## src/rtl/pipe_reg_skid_pkg.sv

```systemverilog
// Shared state encoding for the skid-buffered pipeline register.
// The state code doubles as the occupancy count (0, 1 or 2 entries).
package pipe_reg_skid_pkg;

    localparam int CNT_W = 2;

    typedef enum logic [CNT_W-1:0] {
        ST_EMPTY = 2'd0,
        ST_ONE   = 2'd1,
        ST_FULL  = 2'd2
    } state_e;

endpackage

```

## src/rtl/pipe_reg_skid_en_reg_n.sv

```systemverilog
// Parametrised enable register with asynchronous active-low clear.
// Used for both the main (output) and skid payload registers.
module en_reg_n #(
    parameter int               WIDTH     = 32,
    parameter logic [WIDTH-1:0] RESET_VAL = '0
) (
    output logic [WIDTH-1:0] q,
    input  logic [WIDTH-1:0] d,
    input  logic             clk,
    input  logic             en,
    input  logic             clr_n
);

    always_ff @(posedge clk or negedge clr_n) begin
        if (!clr_n) begin
            q <= RESET_VAL;
        end else if (en) begin
            q <= d;
        end
    end

endmodule

```

## src/rtl/pipe_reg_skid.sv

```systemverilog
// Pipeline-stage register with valid/ready handshake, 2-entry skid buffer and flush.
// in_ready is registered from the next state, so out_ready never reaches in_ready combinationally.
module pipe_reg_skid
    import pipe_reg_skid_pkg::*;
#(
    parameter int               WIDTH     = 32,
    parameter logic [WIDTH-1:0] RESET_VAL = '0
) (
    input  logic             clk,
    input  logic             clr_n,
    input  logic             flush,
    input  logic             in_valid,
    output logic             in_ready,
    input  logic [WIDTH-1:0] in_data,
    output logic             out_valid,
    input  logic             out_ready,
    output logic [WIDTH-1:0] out_data,
    output logic [CNT_W-1:0] count
);

    state_e             r_state;
    state_e             w_state_nxt;
    logic               r_in_ready;
    logic               w_accept;
    logic               w_emit;
    logic               w_main_en;
    logic               w_skid_en;
    logic               w_main_sel_skid;
    logic [WIDTH-1:0]   w_main_d;
    logic [WIDTH-1:0]   w_skid_q;

    assign out_valid = (r_state != ST_EMPTY);
    assign in_ready  = r_in_ready;
    assign count     = r_state;
    assign w_accept  = in_valid & r_in_ready;
    assign w_emit    = out_valid & out_ready;
    assign w_main_d  = w_main_sel_skid ? w_skid_q : in_data;

    // in_ready stays low on the first edge after reset release, so nothing is taken before it.
    always_ff @(posedge clk or negedge clr_n) begin
        if (!clr_n) begin
            r_state    <= ST_EMPTY;
            r_in_ready <= 1'b0;
        end else begin
            r_state    <= w_state_nxt;
            r_in_ready <= (w_state_nxt != ST_FULL);
        end
    end

    always_comb begin
        w_state_nxt     = r_state;
        w_main_en       = 1'b0;
        w_skid_en       = 1'b0;
        w_main_sel_skid = 1'b0;
        case (r_state)
            ST_EMPTY: begin
                if (w_accept) begin
                    w_state_nxt = ST_ONE;
                    w_main_en   = 1'b1;
                end
            end
            ST_ONE: begin
                if (w_accept && w_emit) begin
                    w_main_en   = 1'b1;
                end else if (w_accept) begin
                    w_state_nxt = ST_FULL;
                    w_skid_en   = 1'b1;
                end else if (w_emit) begin
                    w_state_nxt = ST_EMPTY;
                end
            end
            ST_FULL: begin
                if (w_emit) begin
                    w_state_nxt     = ST_ONE;
                    w_main_en       = 1'b1;
                    w_main_sel_skid = 1'b1;
                end
            end
            default: begin
                w_state_nxt = ST_EMPTY;
            end
        endcase
        // Flush wins over everything; data enables are dropped so a squashed payload never shows.
        if (flush) begin
            w_state_nxt = ST_EMPTY;
            w_main_en   = 1'b0;
            w_skid_en   = 1'b0;
        end
    end

    en_reg_n #(
        .WIDTH     (WIDTH),
        .RESET_VAL (RESET_VAL)
    ) u_main (
        .q     (out_data),
        .d     (w_main_d),
        .clk   (clk),
        .en    (w_main_en),
        .clr_n (clr_n)
    );

    en_reg_n #(
        .WIDTH     (WIDTH),
        .RESET_VAL (RESET_VAL)
    ) u_skid (
        .q     (w_skid_q),
        .d     (in_data),
        .clk   (clk),
        .en    (w_skid_en),
        .clr_n (clr_n)
    );

endmodule
```

## config.mk

```make
export PLATFORM = sky130hd
export DESIGN_NAME = pipe_reg_skid
export DESIGN_NICKNAME = d
export VERILOG_FILES = /design/src/rtl/pipe_reg_skid_pkg.sv /design/src/rtl/pipe_reg_skid_en_reg_n.sv /design/src/rtl/pipe_reg_skid.sv
export SDC_FILE = /design/constraint.sdc
export NUM_CORES = 1
export LEC_CHECK = 0
export CORE_ASPECT_RATIO = 0.75
export CORE_UTILIZATION = 45
export CTS_BUF_LIST = sky130_fd_sc_hd__clkbuf_8
export CTS_CLUSTER_SIZE = 28
export DETAILED_ROUTE_END_ITERATION = 16
export PLACE_DENSITY = 0.82
export SKIP_CTS_REPAIR_TIMING = 1
export SYNTH_ARGS = -nofsm -noshare
export SYNTH_HDL_FRONTEND = slang
export SYNTH_SLANG_ARGS = --single-unit
```

## constraint.sdc

```tcl
create_clock -name clk -period 1.5 [get_ports clk]
set_input_delay 0.3 -clock clk [delete_from_list [all_inputs] [get_ports clk]]
set_output_delay 0.3 -clock clk [all_outputs]
set_load 0.01 [all_outputs]
```

After elaboration in Yosys (flattened, before gate mapping) --
Index checks and enable logic that the tools add are counted.
Word-level totals: register bits after elaboration 67, bits in latches 0, memory bits (writable) 0, ROM bits 0, input port bits 37, output and inout bits 36, word-level logic and storage cells 29, memories kept 0
Cells by class: add/sub/neg operators 0, multipliers 0, divide/modulo/power cells 0, $lt $le $gt $ge 0, equality and inequality tests 3, shift-type cells 0, multiplexer cells 17, bitwise operators 2, reduce and logical (&&, ||, !) cells 3
Operator list (count):
- 32-bit 2-to-1 mux | 1
- 2-bit 2-to-1 mux | 6
- 1-bit 2-to-1 mux | 8
- 2-bit one-hot mux with 3 select lines | 1
- 1-bit one-hot mux with 3 select lines | 1
- 1-bit AND | 2
- 2-bit by 1-bit == test with 1-bit output (second input constant) | 1
- 2-bit == test (second input constant) | 1
- 2-bit zero test | 1
- 2-bit inequality test (second input constant) | 1
- 2-bit nonzero test | 1
- 1-bit logical AND | 1

Depth between registers and ports, before layout --
Gate-level depths: netlist (run 1).
word-level depth 8, mapped depth 6, gate-level depth less buffers 4

Hierarchy --
A second synthesis (run 1) with hierarchy kept.
Unflattened totals: cell total of the unflattened synthesis 189, area, all modules 3370.7 µm²
Modules (own cells, without submodules):
- en_reg_n | instances 2, cells each 68, area each 1345.0 µm², sequential area each 800.8 µm²
- pipe_reg_skid | instances 1, cells each 53, area each 680.7 µm², sequential area each 75.1 µm²

Least setup slack after synthesis (run 1) --
OpenSTA, ideal clock, no wires.
kind register -> register, start point reg r_state[1], in the netlist count[1], end point reg u_main.q[0], library setup time 0.082 ns, arrival 1.460 ns, required time 1.418 ns, path slack -0.042 ns, cell stages (with the launch flop) 7, buffers on the path 2, clock period less this slack 1.542 ns, cell sequence dfrtp_1 -> buf_2 -> nand4bb_1 -> a31oi_4 -> buf_2 -> nor2_1 -> a31oi_1
Between the ends: word-level cells in the longest chain between the ends 6, elaborated cells on any way between the ends 12, those cells by class eq/ne (2); mux (6); bitwise (1); reduce/logical (3)
RTL lines:
- from (decl) | line pipe_reg_skid.sv:21 | state_e r_state;
- from (signal assigned) | line pipe_reg_skid.sv:45 | r_state <= w_state_nxt;
- 2-bit nonzero test | line pipe_reg_skid.sv:32 | assign out_valid = (r_state != ST_EMPTY);
- 1-bit AND | line pipe_reg_skid.sv:36 | assign w_emit = out_valid & out_ready;
- 1-bit logical AND | line pipe_reg_skid.sv:63 | if (w_accept && w_emit) begin
- 1-bit 2-to-1 mux | line pipe_reg_skid.sv:63
- 1-bit one-hot mux with 3 select lines | line pipe_reg_skid.sv:55 | case (r_state)
- 1-bit 2-to-1 mux | line pipe_reg_skid.sv:84 | if (flush) begin
- to (signal assigned) | line pipe_reg_skid_en_reg_n.sv:16 | q <= RESET_VAL;
- to (signal assigned) | line pipe_reg_skid_en_reg_n.sv:18 | q <= d;
- to (decl) | line pipe_reg_skid_en_reg_n.sv:7 | output logic [WIDTH-1:0] q,
Several ways; a longest one is shown, not always the timed one. A chain may end at the register's enable or synchronous reset.

Worst setup path after layout (run 1) --
start point reg r_state[1], in the netlist count[1], end point reg u_main.q[12]
The elaborated chain is that of the path after synthesis.

==> flow_metrics.py, run 1 <==
metrics = {
    "outcome": {
        "status": "finished, violations left",
        "violations": "setup timing",
    },
    "worst_setup_path": {
        "crit_fanout": 7,
        "setup.worst_path.end": "u_main.q[12]$_DFFE_PN0P_",
        "start_kind": "flop",
        "rr_worst_depth": 7,
        "r2r_start": "count[1]$_DFF_PN0_",
        "critPathRequiredTime_ns": 1.75,
        "cp-startpoint": "count[1]$_DFF_PN0_",
        "endpoint_kind": "flop",
        "critPathKind": "flop to flop",
        "cp.arrival_ns": 1.93,
        "r2r_end": "u_main.q[12]$_DFFE_PN0P_",
        "ff2ff_setup_slack_ns": -0.18,
    },
    "final_layout": {
        "area_growth_pct": 57.0,
        "fin_nets": 395,
        "num_antenna_cells": 0,
        "fin_util_pct": 74.3,
        "seq_area_sq_um": 1680,
        "nFillCells": 410,
        "drive_gt1_share_pct": 30.0,
        "multi_input_area_sq_um": 1180,
    },
    "power_and_ir_drop": {
        "power.share.sequential_pct": 43.5,
        "swShare_pct": 25.6,
        "vdd_drop_max_mv": 0.792,
        "combPwrFrac_pct": 23.0,
        "power_leakage_nw": 2.07,
        "p_int_mw": 4.31,
        "clkPwrFrac_pct": 33.5,
        "finalPower_mw": 5.79,
        "powerDensity_nw_per_um2": 1320,
        "power.net_switching_mw": 1.48,
    },
    "global_routing": {
        "gr-usage-met3_pct": 7.52,
        "grt-busiest-layer": "met2",
        "grt_use_met2_pct": 35.7,
        "track_usage_pct": 21.7,
        "met1_usage_pct": 28.1,
        "grt_max_degree": 35,
        "grt_remaining_overflow": 0,
        "grt_antenna_before_repair": 0,
        "grt_pass1_vias": 2209,
        "grt_pass1_wl_mm": 10.9,
    },
    "sta": {
        "final_max_slew_viol_count": 0,
        "final_hold_viol_count": 0,
        "tightest_slew_ns": 0.469,
        "fmax_mhz": 594,
        "setup_ws_ns": -0.183,
        "fin_skew_ns": 0.0105,
        "fin_setup_tns_ns": -4.83,
        "rsz0062_at_grt": "true",
        "period_minus_slack_ns": 1.68,
        "setup_viol": 51,
        "relSlewSlack_pct": 68.7,
        "timing.final.crit_share_pct": 112,
    },
    "synth": {
        "avgSynthCellArea_sq_um": 10.7,
        "synthCells": 262,
        "ys_ff_latch": 67,
        "synth_nets": 299,
        "ys.warnings.count": 0,
        "ys_types": 18,
        "seq_area_frac_synth_pct": 59.8,
        "syn_area_sq_um": 2800,
    },
    "die": {
        "fp.dieW_um": 93.1,
        "die_h_um": 70.3,
        "core_sq_um": 5920,
        "rows": 24,
        "start_util_pct": 47.4,
        "ios": 73,
        "dieArea_sq_um": 6550,
    },
    "route": {
        "drt_wl_total_mm": 7.57,
        "vias_per_cell": 5.32,
        "drc_errors": 0,
        "ant_nets": 0,
        "vias": 2346,
        "drt_iter0_markers": 120,
        "detail_route.wl_per_cell_um": 17.2,
        "firstDrtPassIters": 4,
    },
    "clock_tree": {
        "clk_pin_slew_ns": 0.07,
        "clockBufferDepth": 2,
        "root_buffer": "clkbuf_8",
        "clock-sinks": 67,
        "cts_tree": "done",
        "clock_latency_ns": 0.34,
        "htreeDepth": 3,
        "cts_made_buffers": 9,
    },
    "min_path": {
        "hold_class": "input port to asynchronous set/reset pin",
    },
    "placed_design": {
        "gp_congestion": 0.703,
        "hpwl_mm": 4.26,
        "portBuffers": 72,
    },
    "run": {
        "maxCapViolCount": 0,
    },
}
==> metrics by stage <==
step / std cells / worst slack (ns) / area, sq um / hold slack [ns]
after detailed placement: 411 / -0.440 / 3760 / 0.274
final: 441 / -0.183 / 4400 / 0.444
after floorplan: 262 / 0.0234 / 2850 / 0.00441
after global placement: 411 / -0.344 / 3760 / 0.268
after global routing: 441 / -0.220 / 4400 / 0.461
after CTS: 427 / -0.396 / 4010 / -0.102
==> routing by layer <==
metal / vias up / routed length, um
met5: - / 0
met4: 0 / 55
met3: 6 / 524
met2: 92 / 3820
met1: 1160 / 3160
li1: 1088 / -
==> cells by family (layout without fill, tap and decap cells) <==
logic type             Yosys count  in the layout  synth area share, %
DFF                             67             67                 59.8
and+or+nand+nor                110            110                 15.8
muxes                           33             33                 13.2
AOI/OAI and AO/OA               35             35                 8.40
buffers and inverters           17            118                 2.77
==> flip-flops by register name (all words and copies together), names as in the netlist <==
signal and cells:
u_main.q 32, u_skid.q 32, count 2, in_ready 1
==> how the worst min path moves through the flow <==
stage	slack (ns)	to	depth (start not counted)
final	0.44	count[1]$_DFF_PN0_	2
after global placement	0.27	in_ready$_DFF_PN0_	1
after global routing	0.46	u_skid.q[20]$_DFFE_PN0P_	2
after detailed placement	0.27	count[1]$_DFF_PN0_	1
after floorplan	0.004	count[0]$_DFF_PN0_	0
after CTS	-0.10	count[1]$_DFF_PN0_	1
==> layout make-up <==
| type | count | area share [%] |
|---|---|---|
| tap | 78 | 2.22 |
| multi-input combinational | 178 | 26.7 |
| timing repair buffer | 102 | 27.0 |
| clock inverter | 7 | 3.02 |
| clock buffer | 9 | 2.82 |
| sequential | 67 | 38.2 |
==> synth_stat cells (all sizes together) <==
library cell / number / share of area (%)
a31oi: 34 / 8.1
nor2: 35 / 4.7
nand3b: 2 / 0.54
a21o: 1 / 0.27
or2: 1 / 0.22
nand4b: 1 / 0.31
nor3: 1 / 0.18
nand2b: 1 / 0.22
mux2i: 1 / 0.36
dfrtp: 67 / 60
mux2: 32 / 13
nand2: 66 / 8.8
buf: 10 / 1.8
nand3: 2 / 0.36
clkbuf: 7 / 0.98
nand4bb: 1 / 0.40
==> worst max-delay path, cell delays in order, from the launching register on <==
cell,delay [ns]
dfrtp_2,0.42
buf_6,0.12
nand4b_1,0.25
a31oi_4,0.26
buf_12,0.17
clkbuf_16,0.17
nor2_4,0.04
a31oi_1,0.15
==> cells in the final DEF (no fill, tap or decap), types with 2 or more instances in the layout <==
cell / n
a31oi_1: 31
a31oi_2: 2
buf_12: 7
buf_4: 16
buf_6: 3
bufinv_16: 4
clkbuf_16: 4
clkbuf_8: 9
clkdlybuf4s50_1: 36
dfrtp_1: 64
dfrtp_2: 3
dlymetal6s2s_1: 33
inv_1: 2
mux2_2: 32
nand2_1: 66
nand3b_1: 2
nor2_1: 13
nor2_2: 14
nor2_4: 8
==> power by group through the flow <==
stage	registers (mW)	clock network [mW]	logic [mW]
after floorplan	2.54	0	0.512
after global placement	2.49	0	1.17
after detailed placement	2.51	0	1.21
after CTS	2.48	1.97	1.22
after global routing	2.57	2.04	1.44
final	2.52	1.94	1.33
Note: power is estimated with default switching activity, not from simulation.
==> run 2: changes to the inputs <==
- CAP_MARGIN: unset -> 20
==> results of run 2 <==
No change in the layout: final DEF, timing and power equal those of run 1.
